[src/rtl/serial_adder_pkg.sv]
// Shared types and constants for the bit-serial adder/subtractor.
package serial_adder_pkg;

  // Controller states
  typedef enum logic [1:0] {
    IDLE = 2'd0,
    RUN  = 2'd1,
    DONE = 2'd2
  } state_e;

  // Mode select values for the sub input
  localparam logic ADD = 1'b0;
  localparam logic SUB = 1'b1;

  // Index counter width: must hold 0..width so the count never wraps
  function automatic int idx_width(input int width);
    return $clog2(width + 1);
  endfunction

endpackage

[src/rtl/serial_adder_full_adder.sv]
// 1-bit full-adder cell used by the serial datapath.
module full_adder (
  input  logic A,
  input  logic B,
  input  logic C_in,
  output logic Sum,
  output logic C_out
);

  assign Sum   = A ^ B ^ C_in;
  assign C_out = (A & B) | (C_in & (A ^ B));

endmodule

[src/rtl/serial_adder.sv]
// Bit-serial adder/subtractor: one full-adder cell processes one bit per
// clock, LSB first. Results are published only when the last bit is done,
// so Sum never shows partial shifting.
module serial_adder
  import serial_adder_pkg::*;
#(
  parameter int WIDTH = 8
) (
  input  logic             clk,
  input  logic             rst,
  input  logic             start,
  input  logic [WIDTH-1:0] A,
  input  logic [WIDTH-1:0] B,
  input  logic             C_in,
  input  logic             sub,
  output logic             busy,
  output logic             done,
  output logic [WIDTH-1:0] Sum,
  output logic             C_out,
  output logic             overflow
);

  localparam int              IW      = idx_width(WIDTH);
  localparam logic [IW-1:0]   LP_LAST = IW'(WIDTH - 1);

  state_e           r_state;
  state_e           w_state_nxt;

  logic [WIDTH-1:0] r_a;
  logic [WIDTH-1:0] r_b;
  logic [WIDTH-1:0] r_acc;
  logic [WIDTH-1:0] r_sum;
  logic [IW-1:0]    r_idx;
  logic             r_carry;
  logic             r_mode;
  logic             r_cout;
  logic             r_ovf;

  logic             w_accept;
  logic             w_last;
  logic             w_cin_eff;
  logic             w_fa_b;
  logic             w_fa_s;
  logic             w_fa_co;
  logic [WIDTH-1:0] w_acc_nxt;

  // A new operation may begin from IDLE or straight out of DONE
  assign w_accept  = start && ((r_state == IDLE) || (r_state == DONE));
  assign w_last    = (r_idx == LP_LAST);
  assign w_cin_eff = (sub == SUB) ? 1'b1 : C_in;

  // B is stored as given; subtraction inverts it bit by bit at the cell
  assign w_fa_b = r_b[0] ^ (r_mode == SUB);

  full_adder u_fa (
    .A     (r_a[0]),
    .B     (w_fa_b),
    .C_in  (r_carry),
    .Sum   (w_fa_s),
    .C_out (w_fa_co)
  );

  // New sum bit enters at the MSB so the result ends LSB-aligned
  if (WIDTH == 1) begin : g_acc_w1
    assign w_acc_nxt = w_fa_s;
  end else begin : g_acc_wn
    assign w_acc_nxt = {w_fa_s, r_acc[WIDTH-1:1]};
  end

  // Next-state decode
  always_comb begin
    w_state_nxt = r_state;
    case (r_state)
      IDLE:    if (start) w_state_nxt = RUN;
      RUN:     if (w_last) w_state_nxt = DONE;
      DONE:    w_state_nxt = start ? RUN : IDLE;
      default: w_state_nxt = IDLE;
    endcase
  end

  // State register
  always_ff @(posedge clk) begin
    if (rst) r_state <= IDLE;
    else     r_state <= w_state_nxt;
  end

  // Operand capture, serial add and result publish
  always_ff @(posedge clk) begin
    if (rst) begin
      r_a     <= '0;
      r_b     <= '0;
      r_acc   <= '0;
      r_sum   <= '0;
      r_idx   <= '0;
      r_carry <= 1'b0;
      r_mode  <= ADD;
      r_cout  <= 1'b0;
      r_ovf   <= 1'b0;
    end else if (w_accept) begin
      r_a     <= A;
      r_b     <= B;
      r_mode  <= sub;
      r_carry <= w_cin_eff;
      r_idx   <= '0;
      r_acc   <= '0;
    end else if (r_state == RUN) begin
      r_a     <= r_a >> 1;
      r_b     <= r_b >> 1;
      r_carry <= w_fa_co;
      r_acc   <= w_acc_nxt;
      r_idx   <= r_idx + IW'(1);
      if (w_last) begin
        r_sum  <= w_acc_nxt;
        r_cout <= w_fa_co;
        // r_carry is the carry into the MSB at this point
        r_ovf  <= r_carry ^ w_fa_co;
      end
    end
  end

  assign busy     = (r_state == RUN);
  assign done     = (r_state == DONE);
  assign Sum      = r_sum;
  assign C_out    = r_cout;
  assign overflow = r_ovf;

endmodule

[config.mk]
export PLATFORM = sky130hd
export DESIGN_NAME = serial_adder
export DESIGN_NICKNAME = d
export VERILOG_FILES = /design/src/rtl/serial_adder_pkg.sv /design/src/rtl/serial_adder_full_adder.sv /design/src/rtl/serial_adder.sv
export SDC_FILE = /design/constraint.sdc
export NUM_CORES = 1
export LEC_CHECK = 0
export ABC_AREA = 1
export ABC_CLOCK_PERIOD_IN_PS = 2400
export CAP_MARGIN = 20
export CORE_ASPECT_RATIO = 0.7
export CORE_MARGIN = 2
export CORE_UTILIZATION = 27
export DETAILED_ROUTE_END_ITERATION = 7
export DONT_BUFFER_PORTS = 1
export SYNTH_ARGS = -nofsm -noshare
export SYNTH_HDL_FRONTEND = slang
export SYNTH_HIERARCHICAL = 1
export SYNTH_SLANG_ARGS = --single-unit
[constraint.sdc]
create_clock -name clk -period 2.4 [get_ports clk]
set_input_delay 0.6 -clock clk [delete_from_list [all_inputs] [get_ports clk]]
set_output_delay 0.6 -clock clk [all_outputs]
set_load 0.02 [all_outputs]
==> metrics <==
status=finished, final reports clean; Syn Std Cell Area=1901 µm²; synthesized flop and latch total=41; adder-cell share of the synthesized area=under 10%; RSZ-0062 raised after global routing=false; antenna violations before repair=1; # diodes=0; kind of critical path=reg -> out; total internal power=about 1.0 mW; syn_nets=280; post-synth cell types=24; Yosys warnings=6; fin crit share=75.20%; core region area=6788 µm²; overall power=between 1 and 1.5 mW; vias in the first global route=1,458; commonest non-fill, non-tap cell in the layout=nand2_1; worst min path class=in -> reg; Placer Congestion=0.7465; post-layout net count=280; Max Cap Viol=0; R2R cell count=6; largest net degree at the start of global routing=23; slowest CP cell=dfxtp_1; CP endpoint kind=output port; dpl ws=842.9 ps; Slew @ Worst Pin=648.0 ps; Final Skew=6.968 ps; global-route wire length before repair=6.789 mm; WHS=375.9 ps; Arrival @ worst endpoint=around 1200 ps; I/O pins=33; CTS tree=done; Fin. Hold Viols=0; critical path buffer and inverter count=2; Post-Synth XOR/XNOR Area=0.9217%; Routed WL per cell=11.30 µm; final WL=3.968 mm; RR Endpoint=Sum[7]; met1 Track Usage GR=a little over an eighth; power density over the cells=668.1 nW/µm²; CP peak stage delay=about 310 ps; GRT Total Usage=11.13%; complex-gate fraction of the synthesized area=12.64%; CTS root buf=clkbuf_8; hold path cells=1; Slew headroom=56.75%; CTS buffer count=5; Clock Path Buffers=2; final antenna-violating net count=0; Cells after Synth=257; DIE AREA=7737 µm²; CP endpoint=busy; H-tree levels=2; Avg Inst Size Synth=between 7 and 8 µm²; Pleak=about 0.92 nW; Rows=25; Reg-to-Reg Start=r_state[0]; Clk pwr share=approximately a third; Seq pwr share=53.9%; DP HPWL=2.791 mm; vias=1,498; most frequent cells in the layout=nand2_1, dfxtp_1, inv_1; post-synthesis mux area share=0%; maximum vdd drop=0.1953 mV; PostCTS Resize Cnt=0; Critical Path Start Type=flop; final setup margin=about 600 ps; FMAX=0.5541 GHz; Worst path depth=3; met3 GRT Util=around 4.4%; clock net sink count=roughly 40; post-layout min period=1805 ps; Initial Util=28.00%; global route hottest layer=met2; Area growth syn-to-layout=7.702%; multi-input logic area=between 800 and 900 µm²; CP Launch Point=r_state[0]; Post-Synth Simple-Gate Area=28.77%; Post CTS Setup Buffer Count=0; largest family of logic cells by synthesized area=simple AND/OR/NAND/NOR gates; Comb pwr share=13.2%; sequential area share after synthesis=43.19%; Max Slew Vio Count=0; R2R setup slack=830 ps; Sw Ratio=26.49%; # fillers=711; CP delay by family, top=flip-flops; final setup TNS=0 ps; width of the die=104.3 µm; sequential cell area=820.8 µm²; Die Ht=74.20 µm; final setup vio count=0; drt drc=0; layout cells sized above 1=10.89%; total grt overflow=0; Clock Latency Late Sink=280 ps; WP data required=1800 ps; crit path max fanout=12; I/O Buffers=0; drt pass-1 iters=4; clk slew on worst S/H paths=approximately 80 ps; DR vias/cell=4.268; met2 GRT Util=18.81%; DR iter-0 viols=63; Critical Path, Cell by Cell=buf_4, inv_6, nor2_4; sw power=0.3623 mW; hold_buf cts=0
-- synthesized netlist by cell type (all sizes together) --
cell type	count	area, µm²
xor2	1	8.760
fa	1	20.02
buf	8	68.80
inv	44	170.2
nor2	37	177.7
nand2	56	249.0
nand3	24	120.1
xnor2	1	8.760
o21ai	25	155.1
clkbuf	1	3.750
a21oi	17	85.08
ha	1	12.51
dfxtp	41	820.8
-- how the worst min path moves through the flow --
stage          startpoint          to
6_report              rst      r_a[3]
5_1_grt               rst      r_a[3]
4_1_cts               rst  r_state[0]
3_5_place_dp       r_a[7]      r_a[7]
3_3_place_gp       r_a[7]      r_a[7]
2_1_floorplan      r_a[7]      r_a[7]
-- per-layer routing --
layer	vias to the layer above	wire (µm)
met1	672	1881
met4	2	51
met3	7	256
met5	-	11
li1	788	-
met2	29	1768
-- area by class of cell --
type	count	area share, %
multi-input combinational	163	40.89
sequential	41	40.10
inverter	44	8.313
tap	94	5.746
clock buffer	7	4.218
timing repair buffer	2	0.7335
-- worst register-to-register path: stages (launching register included) --
cell and delay, ps:
dfxtp_1 310, buf_4 230, inv_6 60, nor2_4 310, nand2_1 310, nand3_1 180
o21ai_2 60
-- sequential cells by signal (all words and copies together) (netlist names) --
register  count
r_mode        1
overflow      1
r_state       2
r_idx         4
r_a           8
r_b           8
r_acc         7
Sum           8
r_carry       1
C_out         1
-- through the flow --
step	utilization [%]	cell area, µm²	std cells
floorplan	-	1901	257
global placement	28.88	1961	344
detailed placement	28.88	1961	344
CTS	30.16	2047	351
global route	30.16	2047	351
finish	30.16	2047	351
-- cell families (layout without fill, tap and decap cells) --
group,Yosys count,in the layout
AOI/OAI and AO/OA,42,42
adders and majority gates,2,2
DFF,41,41
buffers and inverters,53,53
and+or+nand+nor,117,117
xor gates and xnor gates,2,2
-- power by group through the flow --
stage	Clock (mW)	Sequential, mW	Combinational (mW)
floorplan	0	0.749	0.162
global placement	0	0.752	0.179
detailed placement	0	0.753	0.180
CTS	0.465	0.737	0.181
global route	0.501	0.742	0.210
finish	0.450	0.737	0.180
(Power assumes the default switching activity.)
